## config.mk

```make
export PLATFORM = sky130hd
export DESIGN_NAME = sine_rom64
export DESIGN_NICKNAME = d
export VERILOG_FILES = /design/src/rtl/sine_rom_pkg.sv /design/src/rtl/sine_quarter_lut.sv /design/src/rtl/sine_rom64.sv
export SDC_FILE = /design/constraint.sdc
export NUM_CORES = 1
export LEC_CHECK = 0
export BUFFER_PORTS_ARGS = -buffer_cell sky130_fd_sc_hd__buf_2
export CORE_ASPECT_RATIO = 1.4
export CORE_MARGIN = 10
export CORE_UTILIZATION = 50
export DETAILED_ROUTE_END_ITERATION = 6
export PLACE_DENSITY = 0.72
export SLEW_MARGIN = 20
export SYNTH_ARGS = -nofsm -noshare
export SYNTH_HDL_FRONTEND = slang
export SYNTH_SLANG_ARGS = --single-unit
export TNS_END_PERCENT = 20
```

## constraint.sdc

```tcl
create_clock -name clk -period 5.5 [get_ports clk]
set_clock_uncertainty 0.1 [all_clocks]
set_input_delay 0.275 -clock clk [delete_from_list [all_inputs] [get_ports clk]]
set_output_delay 0.275 -clock clk [all_outputs]
set_load 0.02 [all_outputs]
```

## src/rtl/sine_rom_pkg.sv

```systemverilog
// -----------------------------------------------------------------------------
// sine_rom_pkg
// Shared constants and types for the 64-word signed sine ROM.
//   SINE_ADDR_W / SINE_DATA_W / SINE_DEPTH : geometry of the full-period table
//   sine_sample_t : signed 32-bit two's-complement sample
//   sine_addr_t   : 6-bit word index into the full period
//   sine_qidx_t   : 5-bit index into the quarter-wave table (0..16)
// -----------------------------------------------------------------------------
package sine_rom_pkg;

    localparam int SINE_ADDR_W = 6;
    localparam int SINE_DATA_W = 32;
    localparam int SINE_DEPTH  = 64;
    localparam int SINE_QIDX_W = 5;

    typedef logic signed [SINE_DATA_W-1:0] sine_sample_t;
    typedef logic        [SINE_ADDR_W-1:0] sine_addr_t;
    typedef logic        [SINE_QIDX_W-1:0] sine_qidx_t;

endpackage

```

## src/rtl/sine_quarter_lut.sv

```systemverilog
// -----------------------------------------------------------------------------
// sine_quarter_lut
// Combinational 17-entry first-quarter sine table:
//   sample = round((2^31-1) * sin(2*pi*idx/64)), idx = 0..16.
// Ports:
//   idx    : in  5-bit quarter index (0..16; larger values return 0)
//   sample : out signed 32-bit non-negative sample
// -----------------------------------------------------------------------------
module sine_quarter_lut
    import sine_rom_pkg::*;
(
    input  sine_qidx_t   idx,
    output sine_sample_t sample
);

    always_comb begin
        sample = '0;
        case (idx)
            5'd0:    sample = 32'sh0000_0000;
            5'd1:    sample = 32'sh0C8B_D35E;
            5'd2:    sample = 32'sh18F8_B83C;
            5'd3:    sample = 32'sh2528_0C5D;
            5'd4:    sample = 32'sh30FB_C54D;
            5'd5:    sample = 32'sh3C56_BA70;
            5'd6:    sample = 32'sh471C_ECE6;
            5'd7:    sample = 32'sh5133_CC94;
            5'd8:    sample = 32'sh5A82_7999;
            5'd9:    sample = 32'sh62F2_01AC;
            5'd10:   sample = 32'sh6A6D_98A3;
            5'd11:   sample = 32'sh70E2_CBC5;
            5'd12:   sample = 32'sh7641_AF3C;
            5'd13:   sample = 32'sh7A7D_055A;
            5'd14:   sample = 32'sh7D8A_5F3F;
            5'd15:   sample = 32'sh7F62_368E;
            5'd16:   sample = 32'sh7FFF_FFFF;
            default: sample = '0;
        endcase
    end

endmodule

```

## src/rtl/sine_rom64.sv

```systemverilog
// -----------------------------------------------------------------------------
// sine_rom64
// Synchronous 64 x 32 read-only table holding one full period of a signed
// sine wave, built from a quarter-wave table plus quadrant folding.
// Ports:
//   clk     : in  system clock, rising edge
//   rst     : in  synchronous active-high reset; clears data (and valid)
//   address : in  6-bit word index 0..63
//   en      : in  read enable; data updates one clock after en=1
//   valid   : out en delayed one clock (only with SINE_ROM_VALID_EN defined)
//   data    : out registered signed sample, holds while en=0
// Build option: define SINE_ROM_VALID_EN to add the valid output.
// Only the default ADDR_WIDTH=6 / DATA_WIDTH=32 geometry is supported.
// -----------------------------------------------------------------------------
module sine_rom64
    import sine_rom_pkg::*;
#(
    parameter int ADDR_WIDTH = 6,
    parameter int DATA_WIDTH = 32
) (
    input  logic                         clk,
    input  logic                         rst,
    input  logic        [ADDR_WIDTH-1:0] address,
    input  logic                         en,
`ifdef SINE_ROM_VALID_EN
    output logic                         valid,
`endif
    output logic signed [DATA_WIDTH-1:0] data
);

    // Negation cannot overflow: the table magnitude never exceeds 2^31-1,
    // so 0x80000000 is never produced.
    function automatic sine_sample_t negate_sample(input sine_sample_t s);
        return -s;
    endfunction

    sine_addr_t   addr_p0;
    logic [1:0]   quad_p0;
    logic [3:0]   sub_p0;
    sine_qidx_t   qidx_p0;
    sine_sample_t mag_p0;
    sine_sample_t sample_p0;

    // Stage p0: quadrant folding onto the first quarter wave
    assign addr_p0 = address;
    assign quad_p0 = addr_p0[5:4];
    assign sub_p0  = addr_p0[3:0];

    // Quadrants 1 and 3 run the quarter wave backwards (sin(pi - x)).
    assign qidx_p0 = quad_p0[0] ? (5'd16 - {1'b0, sub_p0}) : {1'b0, sub_p0};

    sine_quarter_lut u_quarter_lut (
        .idx    (qidx_p0),
        .sample (mag_p0)
    );

    // Quadrants 2 and 3 are the negative half period.
    assign sample_p0 = quad_p0[1] ? negate_sample(mag_p0) : mag_p0;

    // Stage p1: registered output sample
    sine_sample_t data_p1 = '0;

    always_ff @(posedge clk) begin
        if (rst) begin
            data_p1 <= '0;
        end else if (en) begin
            data_p1 <= sample_p0;
        end
    end

    assign data = data_p1;

`ifdef SINE_ROM_VALID_EN
    logic vld_p1 = 1'b0;

    always_ff @(posedge clk) begin
        if (rst) begin
            vld_p1 <= 1'b0;
        end else begin
            vld_p1 <= en;
        end
    end

    assign valid = vld_p1;
`endif

endmodule

```

==> results.json <==
{
  "crit_type": "input pin to flop",
  "core_area_sq_um": 7027,
  "synth_edf_count": 0,
  "status": "complete, no violations",
  "synthCells": 497,
  "whs_path_depth": 2,
  "ys_seq_area_share_pct": 17.55,
  "die_area_sq_um": 11170,
  "rows": 36,
  "ys_warn_count": 0,
  "rsz0062_at_grt": "false",
  "synth_fp_nets": 515,
  "filler_cell_count": 687,
  "relSlewSlack_pct": 28.04,
  "worst_slew_pin_slew_ns": 1.077,
  "largest_register_ff_count": 32,
  "numPortBuffers": 40,
  "leakage_nw": 1.548,
  "fin_nets": 524,
  "hold_viol_final": 0,
  "grt_pass1_wl_um": 18760,
  "grt_max_degree": 35,
  "cts_hold_buffers": 0,
  "worstPathArrival_ns": 4.44,
  "power_density_nw_per_um2": 241.6,
  "finalCriticalPeriod_ns": 4.342,
  "cts_resized": 0,
  "dpl.cell_count": 594,
  "io_pins": 41,
  "netlist.area_leader.share_pct": 17.55,
  "min_path_type": "input pin to flop",
  "grtUsageTotal_pct": 19.99,
  "max-vdd-ir-drop_v": 0.0001313,
  "viasPerCell": 6.578,
  "stdcell_count": 602,
  "cts_tree": "built",
  "clkLatencyLatePin_ns": 0.28,
  "antenna_found_initial": 0,
  "r2r.worst_path.cells": 2,
  "clkTransAtPathRegs_ns": 0.07,
  "cts_made_buffers": 5,
  "cts_buffer_depth": 2,
  "cp_max_fo": 20,
  "drive_gt1_share_pct": 16.77,
  "rr_startpoint": "data[28]",
  "fin_crit_sh_pct": 78.94,
  "vias": 3960,
  "critPathCaptureType": "flop",
  "yosysTopAreaCell": "dfxtp_1",
  "gp_congestion": 1.017,
  "max_freq_mhz": 230.3,
  "die_h_um": 121.1,
  "dp_hpwl_um": 8849,
  "max_cap_viol_count": 0,
  "clock-sinks": 32,
  "cp-startpoint": "address[0]",
  "drt_iter0_markers": 400,
  "dr.pass1.iters": 5,
  "wl_um": 11740,
  "setup_viol": 0,
  "routedWlPerCell_um": 19.50,
  "path_cells": "buf_2 > clkinv_1 > ha_1 > nor2b_1 > xnor2_2 > o21ai_0 > nor2_1 > nor2_1 > ha_1 > o21ai_0 > nand4bb_1 > or3_1 > buf_4 > o21a_1 > o211ai_1",
  "fin_tns_setup_ns": 0,
  "start_util_pct": 51.94,
  "critPathCapture": "data[16]",
  "cts_setup_buffers": 0,
  "grt_overflow": 0,
  "start_kind": "input pin",
  "finalMaxSlewViolations": 0,
  "slowest_delay_ns": 0.83,
  "ys_types": 78,
  "grt_pass1_vias": 3685,
  "cpMaxStageDelayCell": "nor2b_1",
  "reg2reg_slack_ns": 4.45,
  "hold-worst-slack_ns": 0.3221,
  "cp.required_ns": 5.60,
  "cts_htree_levels": 2,
  "rr_endpoint": "data[28]",
  "synth-seq-cells": 32,
  "area_growth_pct": 7.096,
  "die_x_um": 92.21,
  "drc": 0,
  "synthFlopType": "dfxtp_1",
  "postRouteAntennaNets": 0,
  "synth_area_sq_um": 3650,
  "synth.area.top_cells": "dfxtp_1, a21oi_1, nor2_1, mux2i_1, nand2_1",
  "root_buffer": "clkbuf_8",
  "async_flop_share_pct": 0,
  "synth_area_per_cell_sq_um": 7.344,
  "diodes": 0
}
-- worst min path at each step --
stage	from	to
2_1_floorplan	data[1]	data[1]
3_3_place_gp	data[5]	data[5]
3_5_place_dp	data[1]	data[1]
6_report	rst	data[1]
5_1_grt	rst	data[1]
4_1_cts	rst	data[1]
-- cells in the mapped netlist, drive strengths merged, types with 9 or more instances --
library cell	instances
buf	26
ha	9
o211ai	18
nor2b	9
a21oi	35
xnor2	13
o31ai	9
nand2	41
o21ai	33
nand3	23
mux2i	16
clkbuf	25
a211oi	11
nand2b	9
inv	12
nor2	45
a31oi	15
dfxtp	32
-- logic make-up after synthesis --
kind of cell	after synthesis	share of synthesized area, %
buffers and inverters	66	9.050
muxes	22	6.548
DFF	32	17.55
xor gates and xnor gates	18	5.451
adders and majority gates	9	3.085
and+or+nand+nor	167	22.69
AOI/OAI and AO/OA	183	35.62
-- worst max-delay path, delay by kind of cell --
family	cells	cell delay, ns
xor+xnor	1	0.51
simple gates	5	1.65
fa+ha+maj	2	0.50
compound gates	4	1.03
buf+inv	3	0.47
-- metrics by stage --
stage | cell area [sq um] | util [%] | power [W] | setup WS (ns)
2_1_floorplan | 3650 | - | 0.0006113 | 1.330
3_3_place_gp | 3801 | 54.10 | 0.0007136 | 1.071
3_5_place_dp | 3801 | 54.10 | 0.0007184 | 0.9805
4_1_cts | 3909 | 55.63 | 0.0009379 | 1.253
5_1_grt | 3909 | 55.63 | 0.0009912 | 0.7611
6_report | 3909 | 55.63 | 0.0009442 | 1.158
-- layout by cell type (no fill, tap or decap), drive strengths merged, types with 6 or more instances in the layout --
cell	n
nand2b	9
nor2b	9
nor2	45
a31oi	15
o22ai	6
or3	7
o31ai	9
buf	53
nand2	41
a211oi	11
o21ai	33
nand3	23
o211ai	18
a21o	6
xnor2	13
a21oi	35
inv	12
dfxtp	32
nor3	7
ha	9
mux2i	16
clkbuf	6
-- layer usage --
layer / part of all wire [%] / vias to the layer above / global-route usage [%]
li1: - / 1872 / -
met1: 39 / 1833 / 23.00
met2: 48 / 219 / 34.16
met3: 7.5 / 36 / 3.158
met4: 4.8 / 0 / 11.51
met5: 0 / - / 0
-- report_power, final --
group          internal (W)  switching [W]  total [W]  leakage (nW)
clock network      0.000134      0.0000856   0.000220        0.0552
registers          0.000258      0.0000135   0.000272         0.265
logic              0.000165       0.000287   0.000452          1.23
-- area by class of cell --
type / instances / area (sq um) / area share (%)
multi-input combinational: 399 / 2685 / 68.69
sequential: 32 / 640.6 / 16.39
timing repair buffer: 53 / 297.8 / 7.618
tap: 95 / 118.9 / 3.041
clock buffer: 6 / 72.57 / 1.857
inverter: 15 / 58.81 / 1.504
clock inverter: 2 / 35.03 / 0.8963
Power figures use the tool's default switching activity.
